==> src/rtl/xbar_output_arbiter_if.sv <==
// Handshake bundle between NUM_IN crossbar inputs and one output port.
interface xbar_output_arbiter_if #(
  parameter int unsigned NUM_IN = 4,
  parameter int unsigned DATA_W = 32
);
  logic [NUM_IN-1:0]        in_valid;
  logic [NUM_IN*DATA_W-1:0] in_data;
  logic [NUM_IN-1:0]        in_last;
  logic [NUM_IN-1:0]        in_ready;
  logic                     out_valid;
  logic [DATA_W-1:0]        out_data;
  logic                     out_last;
  logic                     out_ready;

  // Upstream sources plus downstream sink, i.e. everything around the arbiter.
  modport master (
    output in_valid, in_data, in_last, out_ready,
    input  in_ready, out_valid, out_data, out_last
  );

  // The arbiter itself.
  modport slave (
    input  in_valid, in_data, in_last, out_ready,
    output in_ready, out_valid, out_data, out_last
  );
endinterface

==> src/rtl/xbar_output_arbiter.sv <==
// Packet-granular round-robin arbiter for one crossbar output port.
// A winner is locked from its first beat until its last beat transfers,
// then one IDLE cycle separates it from the next packet.
module xbar_output_arbiter #(
  parameter int unsigned NUM_IN = 4,
  parameter int unsigned DATA_W = 32
) (
  input  logic                 clk,
  input  logic                 rst,
  xbar_output_arbiter_if.slave bus,
  output logic [NUM_IN-1:0]    grant,
  output logic                 busy,
  output logic [15:0]          pkt_count
);

  localparam int unsigned IDX_W = (NUM_IN > 1) ? $clog2(NUM_IN) : 1;

  typedef enum logic {
    IDLE   = 1'b0,
    LOCKED = 1'b1
  } state_t;

  state_t            state;
  logic [IDX_W-1:0]  g_idx;
  logic [IDX_W-1:0]  rr_ptr;
  logic [15:0]       pkt_cnt_q;

  logic              found;
  logic [IDX_W-1:0]  win_idx;
  logic [NUM_IN-1:0] win_oh;
  int unsigned       cand;
  logic              out_fire;

  assign pkt_count = pkt_cnt_q;

  // Round-robin search starting one past the last packet's owner, wrapping.
  always_comb begin
    found   = 1'b0;
    win_idx = '0;
    cand    = 0;
    for (int unsigned k = 1; k <= NUM_IN; k++) begin
      cand = (32'(rr_ptr) + k) % NUM_IN;
      if (!found && bus.in_valid[IDX_W'(cand)]) begin
        found   = 1'b1;
        win_idx = IDX_W'(cand);
      end
    end
    win_oh = NUM_IN'(1) << win_idx;
  end

  // Output-port mux driven from the registered grant index; quiet in IDLE.
  always_comb begin
    bus.in_ready  = '0;
    bus.out_valid = 1'b0;
    bus.out_last  = 1'b0;
    bus.out_data  = '0;
    if (state == LOCKED) begin
      bus.out_valid        = bus.in_valid[g_idx];
      bus.out_last         = bus.in_last[g_idx];
      bus.out_data         = bus.in_data[32'(g_idx)*DATA_W +: DATA_W];
      bus.in_ready[g_idx]  = bus.out_ready;
    end
  end

  assign out_fire = (state == LOCKED) && bus.in_valid[g_idx] && bus.out_ready;

  // Arbitration FSM: lock on a request, release after the last beat transfers.
  always_ff @(posedge clk) begin
    if (rst) begin
      state     <= IDLE;
      grant     <= '0;
      g_idx     <= '0;
      rr_ptr    <= IDX_W'(NUM_IN - 1);
      busy      <= 1'b0;
      pkt_cnt_q <= '0;
    end else begin
      case (state)
        IDLE: begin
          if (found) begin
            state <= LOCKED;
            grant <= win_oh;
            g_idx <= win_idx;
            busy  <= 1'b1;
          end
        end
        LOCKED: begin
          if (out_fire && bus.in_last[g_idx]) begin
            state     <= IDLE;
            grant     <= '0;
            busy      <= 1'b0;
            rr_ptr    <= g_idx;
            pkt_cnt_q <= pkt_cnt_q + 16'd1;
          end
        end
        default: begin
          state <= IDLE;
          grant <= '0;
          busy  <= 1'b0;
        end
      endcase
    end
  end

endmodule

==> src/flat_wrapper.sv <==
// flat-port wrapper written by rule: the top's interface ports become plain ports
module xbar_output_arbiter_flat 
#(
  parameter int unsigned NUM_IN = 4,
  parameter int unsigned DATA_W = 32
)
  (clk, rst, grant, busy, pkt_count, bus_in_valid, bus_in_data, bus_in_last, bus_out_ready, bus_in_ready, bus_out_valid, bus_out_data, bus_out_last);
  xbar_output_arbiter_if #(.NUM_IN(NUM_IN), .DATA_W(DATA_W)) bus_i ();
  input  logic clk;
  input  logic rst;
  output logic [NUM_IN-1:0] grant;
  output logic busy;
  output logic [15:0] pkt_count;
  input wire logic [$bits(bus_i.in_valid)-1:0] bus_in_valid;
  input wire logic [$bits(bus_i.in_data)-1:0] bus_in_data;
  input wire logic [$bits(bus_i.in_last)-1:0] bus_in_last;
  input wire logic [$bits(bus_i.out_ready)-1:0] bus_out_ready;
  output wire logic [$bits(bus_i.in_ready)-1:0] bus_in_ready;
  output wire logic [$bits(bus_i.out_valid)-1:0] bus_out_valid;
  output wire logic [$bits(bus_i.out_data)-1:0] bus_out_data;
  output wire logic [$bits(bus_i.out_last)-1:0] bus_out_last;
  assign bus_i.in_valid = bus_in_valid;
  assign bus_i.in_data = bus_in_data;
  assign bus_i.in_last = bus_in_last;
  assign bus_i.out_ready = bus_out_ready;
  assign bus_in_ready = bus_i.in_ready;
  assign bus_out_valid = bus_i.out_valid;
  assign bus_out_data = bus_i.out_data;
  assign bus_out_last = bus_i.out_last;
  xbar_output_arbiter #(.NUM_IN(NUM_IN), .DATA_W(DATA_W)) u_core (.clk(clk), .rst(rst), .bus(bus_i), .grant(grant), .busy(busy), .pkt_count(pkt_count));
endmodule
==> config.mk <==
export PLATFORM = sky130hd
export DESIGN_NAME = xbar_output_arbiter_flat
export DESIGN_NICKNAME = d
export VERILOG_FILES = /design/src/rtl/xbar_output_arbiter_if.sv /design/src/rtl/xbar_output_arbiter.sv /design/src/flat_wrapper.sv
export SDC_FILE = /design/constraint.sdc
export NUM_CORES = 1
export LEC_CHECK = 0
export ABC_CLOCK_PERIOD_IN_PS = 2640
export CAP_MARGIN = 20
export CORE_UTILIZATION = 32
export CTS_CLUSTER_DIAMETER = 200
export DETAILED_ROUTE_END_ITERATION = 16
export PLACE_DENSITY = 0.82
export REMOVE_ABC_BUFFERS = 1
export SYNTH_ARGS = -nofsm -noshare
export SYNTH_HDL_FRONTEND = slang
export SYNTH_SLANG_ARGS = --single-unit
==> constraint.sdc <==
create_clock -name clk -period 2.64 [get_ports clk]
set_clock_uncertainty 0.15 [all_clocks]
set_input_delay 0.528 -clock clk [delete_from_list [all_inputs] [get_ports clk]]
set_output_delay 0.528 -clock clk [all_outputs]
set_load 0.05 [all_outputs]
# Word level (Yosys, flattened, before mapping)
# Index checks and enable logic that the tools add are counted.
word_totals:
  input_bits: 139
  reg_bits: 26
  wordCells: 71
  output_inout_bits: 59
op_classes:
  reduce_logical: 13
  n_lt_le_gt_ge: 6
  eq_ne: 2
  bitwise: 2
  add_sub_neg: 5
  n_shift: 2
  mux: 35
op_table:
  columns: ["op", "count"]
  rows:
  - ["$shiftx A128 B8 Y32", 1]
  - ["$mux W32", 1]
  - ["$mux W1", 17]
  - ["$add A16 B1 Y16 const B", 1]
  - ["$lt A2 B3 Y1 const B", 5]
  - ["$bmux W1 S2", 6]
  - ["$mux W4", 3]
  - ["$mux W2", 4]
  - ["$pmux W4 S2", 1]
  - ["$logic_and A1 B1 Y1", 7]
  - ["$reduce_and A2 Y1", 3]
  - ["$add A2 B1 Y2 const B", 2]
  - ["$add A2 B2 Y2 const B", 2]
  - ["$and A4 B4 Y4", 1]
  - ["$pmux W1 S2", 2]
  - ["$shl A1 B2 Y4 const A", 1]
  - ["$logic_not A1 Y1", 3]
  - ["$demux W1 S2", 1]
  - ["$ge A2 B1 Y1 const B", 1]
  - ["$ne A2 B1 Y1 const B", 1]
  - ["$ne A2 B2 Y1 const B", 1]
  - ["$not A1 Y1", 1]

# Logic depth before layout (Yosys ltp)
depth:
  word_depth: 16
  depth_mapped: 6
  mapped_depth_nobuf: 5

# Least setup slack after synthesis
# OpenSTA, ideal clock, no wires.
synth_timing:
  path_kind: "register to output"
  from: "register u_core.g_idx[0]"
  to: "output bus_in_ready[1]"
  setup_slack_ns: -0.199
  n_path_buf: 2
  required_ns: 1.962
  stages_incl_launch_ff: 5
  arrival_ns: 2.161
  path_cell_list: "dfxtp_1 -> buf_6 -> buf_1 -> inv_1 -> nor3_1"
synth_via:
  elab_chain_cells: 6
  elab_cells_between_ends: 7
  cone_classes: "order compare (2); mux (3); bitwise (1); reduce/logical (1)"
synth_rtl:
  columns: ["item", "line", "source"]
  rows:
  - ["start: declaration", "xbar_output_arbiter.sv:24", "logic [IDX_W-1:0] g_idx;"]
  - ["start signal: assignment", "xbar_output_arbiter.sv:82", "g_idx <= win_idx;"]
  - ["$lt A2 B3 Y1 (implied by the code) / $ge A2 B1 Y1 (equally long branches)", "xbar_output_arbiter.sv:61", "bus.in_ready[g_idx] = bus.out_ready;"]
  - ["$logic_and A1 B1 Y1 (implied by the code)", "xbar_output_arbiter.sv:61", null]
  - ["$mux W1 (implied by the code)", "xbar_output_arbiter.sv:61", null]
  - ["$demux W1 S2 *", null, null]
  - ["$and A4 B4 Y4 (no line) *", null, null]
  - ["$mux W4 *", "xbar_output_arbiter.sv:57", "if (state == LOCKED) begin"]
  - ["end: declaration", "flat_wrapper.sv:18", "output wire logic [$bits(bus_i.in_ready)-1:0] bus_in_ready;"]
# Every way passes the cells marked *; elsewhere a longest branch is shown, timed or not.

# Final worst setup path
layout_timing:
  from: "register u_core.g_idx[0]"
  to: "output bus_out_data[27]"
layout_via:
  elab_chain_cells: 2
layout_rtl:
  columns: ["item", "line", "source"]
  rows:
  - ["$shiftx A128 B8 Y32", "xbar_output_arbiter.sv:60", "bus.out_data = bus.in_data[32'(g_idx)*DATA_W +: DATA_W];"]
  - ["$mux W32", "xbar_output_arbiter.sv:57", null]
  - ["end: declaration", "flat_wrapper.sv:20", "output wire logic [$bits(bus_i.out_data)-1:0] bus_out_data;"]
# Every way passes these cells.

==> run summary <==
Leak pwr: 1.63 nW
Period utilization: 96.6%
Clock Latency Late Sink: 280 ps
Worst Hold Class: flop to flop
Fmax: 392 MHz
Crit end category: output pin
CP Class: flop to output pin
Main synth FF type: dfxtp_1
CTS tree: yes
Register clock-pin slew on the reported worst setup and hold paths: 100 ps
Most frequent cell on the critical path: buf_12
Port bufs: 197
Die W: 86.1 um
Share of async-settable or async-resettable flops after synthesis: 0%
CP max FO: 7
GP Congestion: 0.797
Hpwl dp: 7740 um
CP Buf/Inv Count: 3
Worst endpoint required time: 1960 ps
RSZ-0062 raised after global routing: false
Crit-path slowest cell: mux4_2
Initial DRC Count: 71
Post-synth top area share: 32.9%
Fraction of layout cells with a size suffix above 1: 22.4%
Top-count cell post-synth: and2_1
Synth area leaders: mux4_2 (33%), dfxtp_1 (23%), and2_1 (9.7%), a21oi_1 (3.3%), nand4_1 (2.8%)
Total of warnings raised by yosys: 0
Clock Tree Root: clkbuf_8
Io pins: 198
Critical path arrival: 1870 ps
FP Rows: 30
Clk buf depth: 2
Initial Util: 33.3%
Slew of the pin with the lowest slew margin: 538 ps
Synth Area per Inst: 10.1 um2
Power consumption: 1.62 mW
Max-slew violations: 0
Type of element launching the critical path: flop
CTS sink cnt: 26
Synth top cells by count: and2_1 (35), mux4_2 (33), dfxtp_1 (26)
Final setup violation count: 0
Post-route ant nets: 0
Seq cells post-synth: 26
Fin Setup TNS: 0 ps
Max IR drop VDD: 0.247 mV
Antenna cells: 0
Synthesized area: 0.00226 mm2
Final nets: 565
TritonCTS Buffers: 3
Count of cell types in the netlist: 38
Core area: 0.00679 mm2
Via Count: 2716
Slowest stage delay, CP: 520 ps
Global-route wire length before repair: 14300 um
Seq/Total Area, Yosys: 23.0%
Drt drc: 0
Vias/cell: 5.22
Max transition margin: 63.7%
Vias in the first global route: 2735
Die Y: 86.1 um
Power Dens Cells: 362 mW/mm2
Max Cap Viol: 0
H-tree levels: 1
Status: finished clean
Largest net degree at the start of global routing: 32
Total wire length: 9540 um
GR Overflow Total: 0
CP top delay family: multiplexers
Cells after synthesis: 225
Crit path time final: 2550 ps
Gr usage total: 24.9%
WL per Instance: 18.3 um
First drt pass iteration count: 4
Die Area: 0.00741 mm2
Crit-path cells: buf_12 > buf_12 > mux4_2 > and2_1 > buf_4
Initial antenna violation count: 0
Number of synthesized flops with an enable pin: 0
Cell taking the most area after synthesis: mux4_2
Layout area overhead: 97.7%
Hold Violations, Final: 0
## kinds of logic (layout without fill, tap and decap cells)
family / after synthesis / in the layout / share of synthesized area [%]
buffers and inverters: 21 / 220 / 4.37
flip-flops: 26 / 26 / 23.0
AND/OR/NAND/NOR: 97 / 97 / 24.5
AO/OA/AOI/OAI: 41 / 41 / 11.6
XOR/XNOR: 4 / 4 / 1.55
multiplexers: 35 / 35 / 34.5
adder cells (fa/ha/maj): 1 / 1 / 0.553
## sequential cells by signal (all words and copies together) (netlist names)
register,count
u_core.rr_ptr,2
u_core.busy,1
u_core.pkt_count,16
u_core.g_idx,2
u_core.grant,4
u_core.state,1
## through the flow
| step | util, % | worst slack (ps) | hold WS [ps] | instance area, um2 | std cells |
|---|---|---|---|---|---|
| final | 65.8 | 90.5 | 354 | 4470 | 520 |
| after global routing | 65.8 | 43.7 | 361 | 4470 | 520 |
| after CTS | 65.4 | 18.6 | 347 | 4440 | 518 |
| after detailed placement | 64.3 | 78.0 | 324 | 4370 | 514 |
| after global placement | 64.3 | 115 | 323 | 4370 | 514 |
| after floorplan | - | -971 | 318 | 2170 | 206 |
## worst paths after layout
kind / start / endpoint / slack, ps / depth (start not counted)
worst min register to register: u_core.grant[3] / u_core.grant[3] / 350 / 2
worst max-delay path: u_core.g_idx[0] / bus_out_data[27] / 90 / 5
worst min-delay path: u_core.grant[3] / u_core.grant[3] / 350 / 2
worst max register to register: u_core.g_idx[0] / u_core.pkt_count[10] / 440 / 6
## repair_timing
action | in CTS | in global routing
gates cloned | 0 | 0
resized for setup | 1 | 0
hold buffers | 0 | 0
endpoints found under the setup margin | 18 | 4
setup buffers | 0 | 2
## layer usage
metal  wire length, um  GRT usage (%)  up-vias  share of wire, %
li1                  -              -     1282                 -
met4               197           6.21        0               2.1
met2              4540           43.4      130                48
met1              3920           30.4     1281                41
met5                 0              0        -                 0
met3               889           6.83       23               9.3
## area by class of cell
type,count,area [um2]
clock buffers,3,41.3
flip-flops and latches,26,526
multi-input cells,178,1640
clock inverters,1,30.0
repair buffers,214,2100
well taps,96,120
fillers,532,2320
inverters,2,7.51
## where the power goes
group / internal [mW] / total, mW / switching (mW)
registers: 0.405 / 0.425 / 0.0205
clock network: 0.203 / 0.338 / 0.135
logic: 0.449 / 0.853 / 0.405
## tightest hold or removal path: cells and delay by family, from the launching register on
family	cells	cell delay [ps]
simple gates	1	70
compound gates	1	60
flops	1	330
## layout by cell type (no fill, tap or decap), drive strengths merged, types with 3 or more instances in the layout
cell type	n
clkdlybuf4s50	159
nand3	8
dfxtp	26
or4	3
o31ai	5
or3	6
nor2	15
nand4	10
o21ai	7
nor3	3
and4	3
mux4	34
nand2	7
and2	35
xor2	4
buf	55
clkbuf	3
a21oi	15
(Power assumes the default switching activity.)
